==> config.mk <==
export PLATFORM = sky130hd
export DESIGN_NAME = rr_arb2
export DESIGN_NICKNAME = d
export VERILOG_FILES = /design/src/rtl/arb_pkg.sv /design/src/rtl/mux.sv /design/src/rtl/rr_arb2.sv
export SDC_FILE = /design/constraint.sdc
export NUM_CORES = 1
export LEC_CHECK = 0
export BUFFER_PORTS_ARGS = -buffer_cell sky130_fd_sc_hd__buf_2
export CORE_AREA = 2 2 39 41
export DETAILED_ROUTE_END_ITERATION = 12
export DIE_AREA = 0 0 41 43
export PLACE_DENSITY = 0.79
export SLEW_MARGIN = 20
export SYNTH_ARGS = -nofsm -noshare
export SYNTH_HDL_FRONTEND = slang
export SYNTH_HIERARCHICAL = 1
export SYNTH_SLANG_ARGS = --single-unit
==> constraint.sdc <==
create_clock -name clk -period 2.79 [get_ports clk]
set_input_delay 0.279 -clock clk [delete_from_list [all_inputs] [get_ports clk]]
set_output_delay 0.279 -clock clk [all_outputs]
set_load 0.01 [all_outputs]
==> src/rtl/arb_pkg.sv <==
// Shared select encoding and reset priority
// for the two-input round-robin arbiter.
package arb_pkg;
   localparam logic SEL_A = 1'b0;
   localparam logic SEL_B = 1'b1;
   localparam logic RESET_LAST_GRANT = SEL_B;
endpackage

==> src/rtl/mux.sv <==
// Parameterized 2:1 word multiplexer.
// c=0 passes a, c=1 passes b.
module mux #(
   parameter int WIDTH = 8
) (
   output logic [WIDTH-1:0] y,
   input  logic [WIDTH-1:0] a,
   input  logic [WIDTH-1:0] b,
   input  logic             c
);
   assign y = c ? b : a;
endmodule

==> src/rtl/rr_arb2.sv <==
// Two-input round-robin arbiter feeding
// a one-entry registered output stage.
module rr_arb2
   import arb_pkg::*;
#(
   parameter int WIDTH = 8
) (
   input  logic             clk,
   input  logic             rst,
   input  logic [WIDTH-1:0] a_data,
   input  logic             a_valid,
   output logic             a_ready,
   input  logic [WIDTH-1:0] b_data,
   input  logic             b_valid,
   output logic             b_ready,
   output logic             sel,
   output logic [WIDTH-1:0] out_data,
   output logic             out_valid,
   input  logic             out_ready,
   output logic             last_grant
);
   logic [WIDTH-1:0] mux_y;
   logic             load;
   logic             xfer;

   mux #(.WIDTH(WIDTH)) u_mux (
      .y (mux_y),
      .a (a_data),
      .b (b_data),
      .c (sel)
   );

   // Idle cycles keep the previous grant so sel does not toggle.
   always_comb begin
      sel = last_grant;
      if (a_valid && b_valid)
         sel = ~last_grant;
      else if (a_valid)
         sel = SEL_A;
      else if (b_valid)
         sel = SEL_B;
   end

   assign load = !out_valid || out_ready;

   assign a_ready = !rst && load && a_valid
                    && (sel == SEL_A);
   assign b_ready = !rst && load && b_valid
                    && (sel == SEL_B);
   assign xfer = a_ready || b_ready;

   always_ff @(posedge clk or posedge rst) begin
      if (rst) begin
         out_data   <= '0;
         out_valid  <= 1'b0;
         last_grant <= RESET_LAST_GRANT;
      end else if (xfer) begin
         out_data   <= mux_y;
         out_valid  <= 1'b1;
         last_grant <= sel;
      end else if (out_valid && out_ready) begin
         out_valid  <= 1'b0;
      end
   end
endmodule

==> results of run 1 <==
## area by class of cell
class                   count  area share, %
inverters                   2          0.968
flip-flops and latches     10           32.4
clock buffers               4           3.39
repair buffers             34           22.3
multi-input cells          28           38.4
well taps                  16           2.58
## flip-flops by register name, summed over array words and instances, names as in the netlist
register,flops
last_grant,1
out_valid,1
out_data,8
## critical path: stages (launching register included)
cell	delay, ps
dfstp_2	560
nand2b_1	120
o21ai_1	60
buf_4	190
and3_1	180
buf_2	130
## cells in the final DEF (no fill, tap or decap), drive strengths merged
master / synthesis / layout
nand2b: 1 / 1
nor2: 2 / 2
dfrtp: 9 / 9
nor2b: 1 / 1
and3: 2 / 2
or2b: 1 / 1
buf: 1 / 34
nor3: 1 / 1
a31oi: 2 / 2
mux2: 16 / 16
inv: 2 / 2
dfstp: 1 / 1
o21ai: 2 / 2
clkbuf: 0 / 4
## layer usage
metal	vias to the layer above	share of wire, %	wire length [um]
met5	-	0	0
li1	222	-	-
met2	24	51	582
met3	2	6.7	77
met1	214	41	469
met4	0	1.9	22
## kinds of logic (layout without fill, tap and decap cells)
group | count (synthesis) | in the layout | share of synthesized area (%)
buffers and inverters | 3 | 40 | 3.30
DFF | 10 | 10 | 44.3
and+or+nand+nor | 8 | 8 | 11.5
AOI/OAI and AO/OA | 4 | 4 | 3.96
muxes | 16 | 16 | 37.0
## where the power goes
group          internal [uW]  total [uW]  leakage, uW  switching [uW]
registers                187         208     0.000115            21.3
logic                    116         204     0.000281            87.5
clock network           55.2         107    0.0000150            52.0
## worst max path at each step
stage	endpoint	slack, ps
after floorplan	out_data[0]	880
after global placement	out_data[0]	1200
after detailed placement	out_data[3]	1150
after CTS	b_ready	1010
after global routing	b_ready	890
final	b_ready	1020
## through the flow
| step | hold WS (ps) | total power, uW |
|---|---|---|
| global route | 65.9 | 550 |
| global placement | 323 | 409 |
| detailed placement | 335 | 417 |
| floorplan | 127 | 343 |
| finish | 26.6 | 519 |
| CTS | 42.6 | 524 |
==> reports/summary.txt, run 1 <==
Fill cells = 130
antenna violations before repair = 0
Nets = 100
Slew headroom = 72.4%
final core utilization = 56.1%
Post-CTS Resized = 0
worst min path class = input port to async pin
Synth area leader = dfrtp_1
Worst Setup Slack, final = 1020 ps
RSZ-0062 raised after global routing = false
syn_nets = 62
final antenna diode count = 0
EDFF count, synth = 0
Die Wd = 41 um
CTS buffer count = 3
row count = 14
Peak supply drop = 0.353 mV
M3 GR Usage = 1.57%
placed inst area = 749 sq um
GRT met2 Usage = 23.4%
via-per-instance ratio = 4.91
GRT Total Usage = 14.6%
post-route cell area = 776 sq um
later-pin clock latency in the skew report = 270 ps
R2R depth = 5
placed cell count = 90
depth of the CTS H-tree = 1
clock sink count = 10
Final GP Congestion = 0.574
Max-Cap Viols = 0
Max Fclk = 563 MHz
final period utilization = 63.6%
CP startpoint kind = flip-flop
cell count after synthesis = 41
Non-Filler Instances = 94
worst reg2reg path startpoint = last_grant
CP required = 2510 ps
CP endpoint kind = primary output
pwr/cell area = 669 nW/um^2
final wirelength = 1150 um
synth unique cells = 14
I/O pins = 34
Worst-Margin Slew = 412 ps
Setup Skew = 10.2 ps
mean area per synthesized cell = 13.9 sq um
drt first pass iters = 4
commonest cells in the netlist = dfrtp_1 (9), mux2_2 (8), mux2_4 (8)
FF/Latch Area = 251 sq um
# DRC = 0
CP Launch Point = last_grant
DPL Wire Length = 879 um
top area cells in the synthesized netlist = dfrtp_1 (40%), mux2_4 (21%), mux2_2 (16%)
via count = 462
die footprint = 1760 sq um
fin. max-slew vios = 0
CTS hold repair buffers = 0
CTS tree = built
Seq cells post-synth = 10
IO buf count = 33
Crit Path Max Fanout = 10
GRT busiest layer = met2
worst r2r dst = out_data[3]
top cell type's share of synthesized area = 39.6%
largest net degree at the start of global routing = 12
most frequent cell after synthesis = dfrtp_1
area grow syn2layout = 36.6%
initial drt markers = 3
Final min period = 1770 ps
Ys Warns = 6
clock root cell = clkbuf_4
GR Util met1 = 17.1%
run status = finished, final reports clean
first-pass GRT wire length = 1750 um
final hold violations = 0
CP Data Arrival Time = 1500 ps
vias in the first global route = 449
asr flop ratio synth = 100%
Routed Antenna Nets = 0
worst slack at placement = 1150 ps
setup_tns = 0 ps
grt total ovfl = 0
routed len/inst = 12.2 um
combined area of the multi-input logic cells = 298 sq um
Final setup violation count = 0
setup repair bufs after CTS = 0
Top FF cell, synth = dfrtp_1
Die Span Y = 43 um
core area = 1380 sq um
post-synthesis sequential area ratio = 44.3%
Synth Cell Area = 568 sq um
layout cell share with drive strength beyond 1 = 73.1%
Initial Util = 41.0%
leakage = 0.000411 uW
flop2flop setup slack = 1150 ps
WS Path Type = flip-flop to primary output
maximum buffer depth of the clock tree = 2
Worst-path clk slew = 80 ps
Power figures use the tool's default switching activity.
==> run 2: changes to the inputs <==
--- a/config.mk
+++ b/config.mk
@@ -5,11 +5,12 @@
 export SDC_FILE = /design/constraint.sdc
 export NUM_CORES = 1
 export LEC_CHECK = 0
+export ABC_AREA = 1
 export BUFFER_PORTS_ARGS = -buffer_cell sky130_fd_sc_hd__buf_2
-export CORE_AREA = 2 2 39 41
+export CORE_AREA = 2 2 41 43
 export DETAILED_ROUTE_END_ITERATION = 12
-export DIE_AREA = 0 0 41 43
-export PLACE_DENSITY = 0.79
+export DIE_AREA = 0 0 43 45
+export PLACE_DENSITY = 0.75
 export SLEW_MARGIN = 20
 export SYNTH_ARGS = -nofsm -noshare
 export SYNTH_HDL_FRONTEND = slang
==> constraint.sdc (replaced) <==
create_clock -name clk -period 1.7 [get_ports clk]
set_input_delay 0.17 -clock clk [delete_from_list [all_inputs] [get_ports clk]]
set_output_delay 0.17 -clock clk [all_outputs]
set_load 0.01 [all_outputs]
==> run 2 against run 1 <==
Compared with the run above: area after synthesis rose by 6.4%; critical endpoint is now a_ready; via count rose by 24%; largest power group is now combinational cells; hold slack improved by 170 ps; non-clock buffer count rose by 3; cell area rose by 6.0%; die area rose by 9.8%; combinational power rose to 2.8 times the previous value; sequential power rose by 100%; utilization fell by 0.19 points.
==> reports/summary.txt, run 2 <==
core area = 1470 sq um (was 1380 sq um)
leakage = 0.000518 uW (was 0.000411 uW)
commonest cells after routing, fill and taps aside = nand2_1 (42), buf_2 (33), dfrtp_1 (9) (was buf_2 (33), dfrtp_1 (9), mux2_2 (8), mux2_4 (8), clkbuf_4 (3))
CP startpoint kind = input port (was flip-flop)
CP required = 1530 ps (was 2510 ps)
WS Path Type = input port to primary output (was flip-flop to primary output)
GR Util met1 = 18.7% (was 17.1%)
CP endpoint kind = primary output (unchanged)
DPL Wire Length = 1040 um (was 879 um)
final hold violations = 0 (unchanged)
CP Data Arrival Time = 1390 ps (was 1500 ps)
routed len/inst = 9.92 um (was 12.2 um)
GRT Total Usage = 13.9% (was 14.6%)
Die Wd = 43 um (was 41 um)
post-synthesis sequential area ratio = 41.6% (was 44.3%)
Largest regs = out_data (8), last_grant (1), out_valid (1) (unchanged)
clock root cell = clkbuf_4 (unchanged)
GRT busiest layer = met2 (unchanged)
crit path cell chain = buf_2, dlygate4sd3_1, inv_1, nand4_2, inv_1, buf_2 (was nand2b_1, o21ai_1, buf_4, and3_1, buf_2)
via-per-instance ratio = 4.34 (was 4.91)
flop2flop setup slack = 380 ps (was 1150 ps)
max FFs per register = 8 (unchanged)
CTS tree = built (unchanged)
cell count after synthesis = 78 (was 41)
Final setup violation count = 0 (unchanged)
pwr/cell area = 1410 nW/um^2 (was 669 nW/um^2)
die footprint = 1940 sq um (was 1760 sq um)
layout cell share with drive strength beyond 1 = 48.3% (was 73.1%)
Hold WS = 193 ps (was 26.6 ps)
Worst-Margin Slew = 243 ps (was 412 ps)
fin. max-slew vios = 0 (unchanged)
CTS buffer count = 3 (unchanged)
area share of fa/ha/maj cells after synthesis = 0% (unchanged)
Seq cells post-synth = 10 (unchanged)
mean area per synthesized cell = 7.75 sq um (was 13.9 sq um)
drt first pass iters = 4 (unchanged)
Routed Antenna Nets = 0 (unchanged)
fraction of synthesized area in multiplexers = 0% (was 37.0%)
worst min path class = input port to flip-flop (was input port to async pin)
top area cells in the synthesized netlist = dfrtp_1 (37%), nand2_1 (26%), nand3_2 (13%) (was dfrtp_1 (40%), mux2_4 (21%), mux2_2 (16%))
depth of the CTS H-tree = 1 (unchanged)
first-pass GRT wire length = 1970 um (was 1750 um)
Non-Filler Instances = 132 (was 94)
Fill cells = 158 (was 130)
most common cell after layout, fill and taps aside = nand2_1 (was buf_2)
Crit Path Max Fanout = 6 (was 10)
synth unique cells = 12 (was 14)
Synth area leader = dfrtp_1 (unchanged)
worst path bufs/invs = 5 (was 2)
CP top delay family = buffers and inverters (was flip-flops)
xor/xnor share of the synthesized area = 0% (unchanged)
commonest cells in the netlist = nand2_1 (42), dfrtp_1 (9), nand3_2 (8), inv_1 (4) (was dfrtp_1 (9), mux2_2 (8), mux2_4 (8))
largest net degree at the start of global routing = 13 (was 12)
later-pin clock latency in the skew report = 260 ps (was 270 ps)
Critical-path top delay cell = dlygate4sd3_1 (was dfstp_2)
via count = 573 (was 462)
asr flop ratio synth = 100% (unchanged)
antenna violations before repair = 0 (unchanged)
final antenna diode count = 0 (unchanged)
final wirelength = 1310 um (was 1150 um)
Ys Warns = 6 (unchanged)
setup_tns = 0 ps (unchanged)
Nets = 138 (was 100)
Final min period = 1560 ps
Slew headroom = 83.8% (was 72.4%)
Max Fclk = 642 MHz
top cell type's share of synthesized area = 37.3% (was 39.6%)
Worst-path clk slew = 70 ps (was 80 ps)
maximum buffer depth of the clock tree = 2 (unchanged)
# DRC = 0 (unchanged)
Die Span Y = 45 um (was 43 um)
Top FF cell, synth = dfrtp_1 (unchanged)
row count = 14 (unchanged)
I/O pins = 34 (unchanged)
area grow syn2layout = 36.0% (was 36.6%)
Initial Util = 41.1% (was 41.0%)
RSZ-0062 raised after global routing = false (unchanged)
grt total ovfl = 0 (unchanged)
final period utilization = 91.6%
Top reg by flops = out_data (unchanged)
Slowest Stage Delay on Critical Path = 550 ps (was 560 ps)
run status = finished, final reports clean (unchanged)
post-synthesis compound-gate area fraction = 2.28% (was 3.96%)
EDFF count, synth = 0 (unchanged)
largest family of logic cells by synthesized area = simple AND/OR/NAND/NOR gates (was multiplexers)
Final GP Congestion = 0.780 (was 0.574)
most frequent cell after synthesis = nand2_1 (was dfrtp_1)
Synth Cell Area = 604 sq um (was 568 sq um)
clock sink count = 10 (unchanged)
syn_nets = 99 (was 62)
vias in the first global route = 483 (was 449)
placed cell count = 127 (was 90)
IO buf count = 33 (unchanged)
Max-Cap Viols = 0 (unchanged)
Setup Skew = 8.34 ps (was 10.2 ps)
initial drt markers = 5 (was 3)
M3 GR Usage = 2.40% (was 1.57%)
simple-gate share of the synthesized area = 46.2% (was 11.5%)
Peak supply drop = 0.741 mV (was 0.353 mV)
GRT met2 Usage = 20.6% (was 23.4%)
run 2: changes by cell type in the layout (fill, tap and decap cells not counted), sizes merged, moves of 2 or more:
cell	previous run	this run
buf	34	36
inv	2	7
nand3	0	10
and3	2	0
mux2	16	0
nand2	0	45
a21oi	0	2
a31oi	2	0
o21ai	2	0
nor2	2	0
run 2: timing repair:
item | in CTS | in global routing
hold buffers | 1 | 0
setup endpoints to repair | 0 | 1
setup buffers | 0 | 0
resized for setup | 0 | 1
endpoints found under the hold margin | 9 | 0
run 2: where the power goes:
part	internal (uW)	switching, uW
combinational	243	323
clock	90.6	80.4
sequential	353	72.8
total	687	476
run 2: per-stage QoR:
step	area, sq um	setup slack, ps	power (uW)	utilization, %
3_3_place_gp	778	325	987	52.9
4_1_cts	815	33.4	1170	55.4
5_1_grt	822	30.8	1250	55.9
3_5_place_dp	778	276	997	52.9
6_report	822	142	1160	55.9
2_1_floorplan	604	459	808	-
run 2: cells by family (layout without fill, tap and decap cells):
group,Yosys count,count (layout)
AND/OR/NAND/NOR,56,56
flip-flops,10,10
buffers and inverters,10,48
AO/OA/AOI/OAI,2,2
run 2: worst min-delay path, delay by kind of cell:
family                 cells  cell delay, ps
and+or+nand+nor            4             190
buffers and inverters      1              70
run 2: area by class of cell:
cell class / instances / area (sq um) / area share, %
multi-input combinational: 58 / 300 / 36.5
inverter: 7 / 26.3 / 3.20
tap: 16 / 20.0 / 2.44
sequential: 10 / 251 / 30.6
clock buffer: 4 / 26.3 / 3.20
timing repair buffer: 37 / 198 / 24.0
run 2: path summary, 6_finish.rpt:
kind	from	to	cells after the start
max in group asynchronous	rst	last_grant	4
worst max-delay path	rst	a_ready	6
worst min-delay path	a_data[4]	out_data[4]	5
min in group asynchronous	rst	out_valid	4
worst max register to register	last_grant	out_data[2]	9
worst min register to register	last_grant	last_grant	2
run 2: per-layer routing:
metal / up-vias / part of all wire [%]
li1: 314 / -
met1: 234 / 47
met2: 23 / 45
met3: 2 / 5.8
met4: 0 / 2.1
met5: - / 0
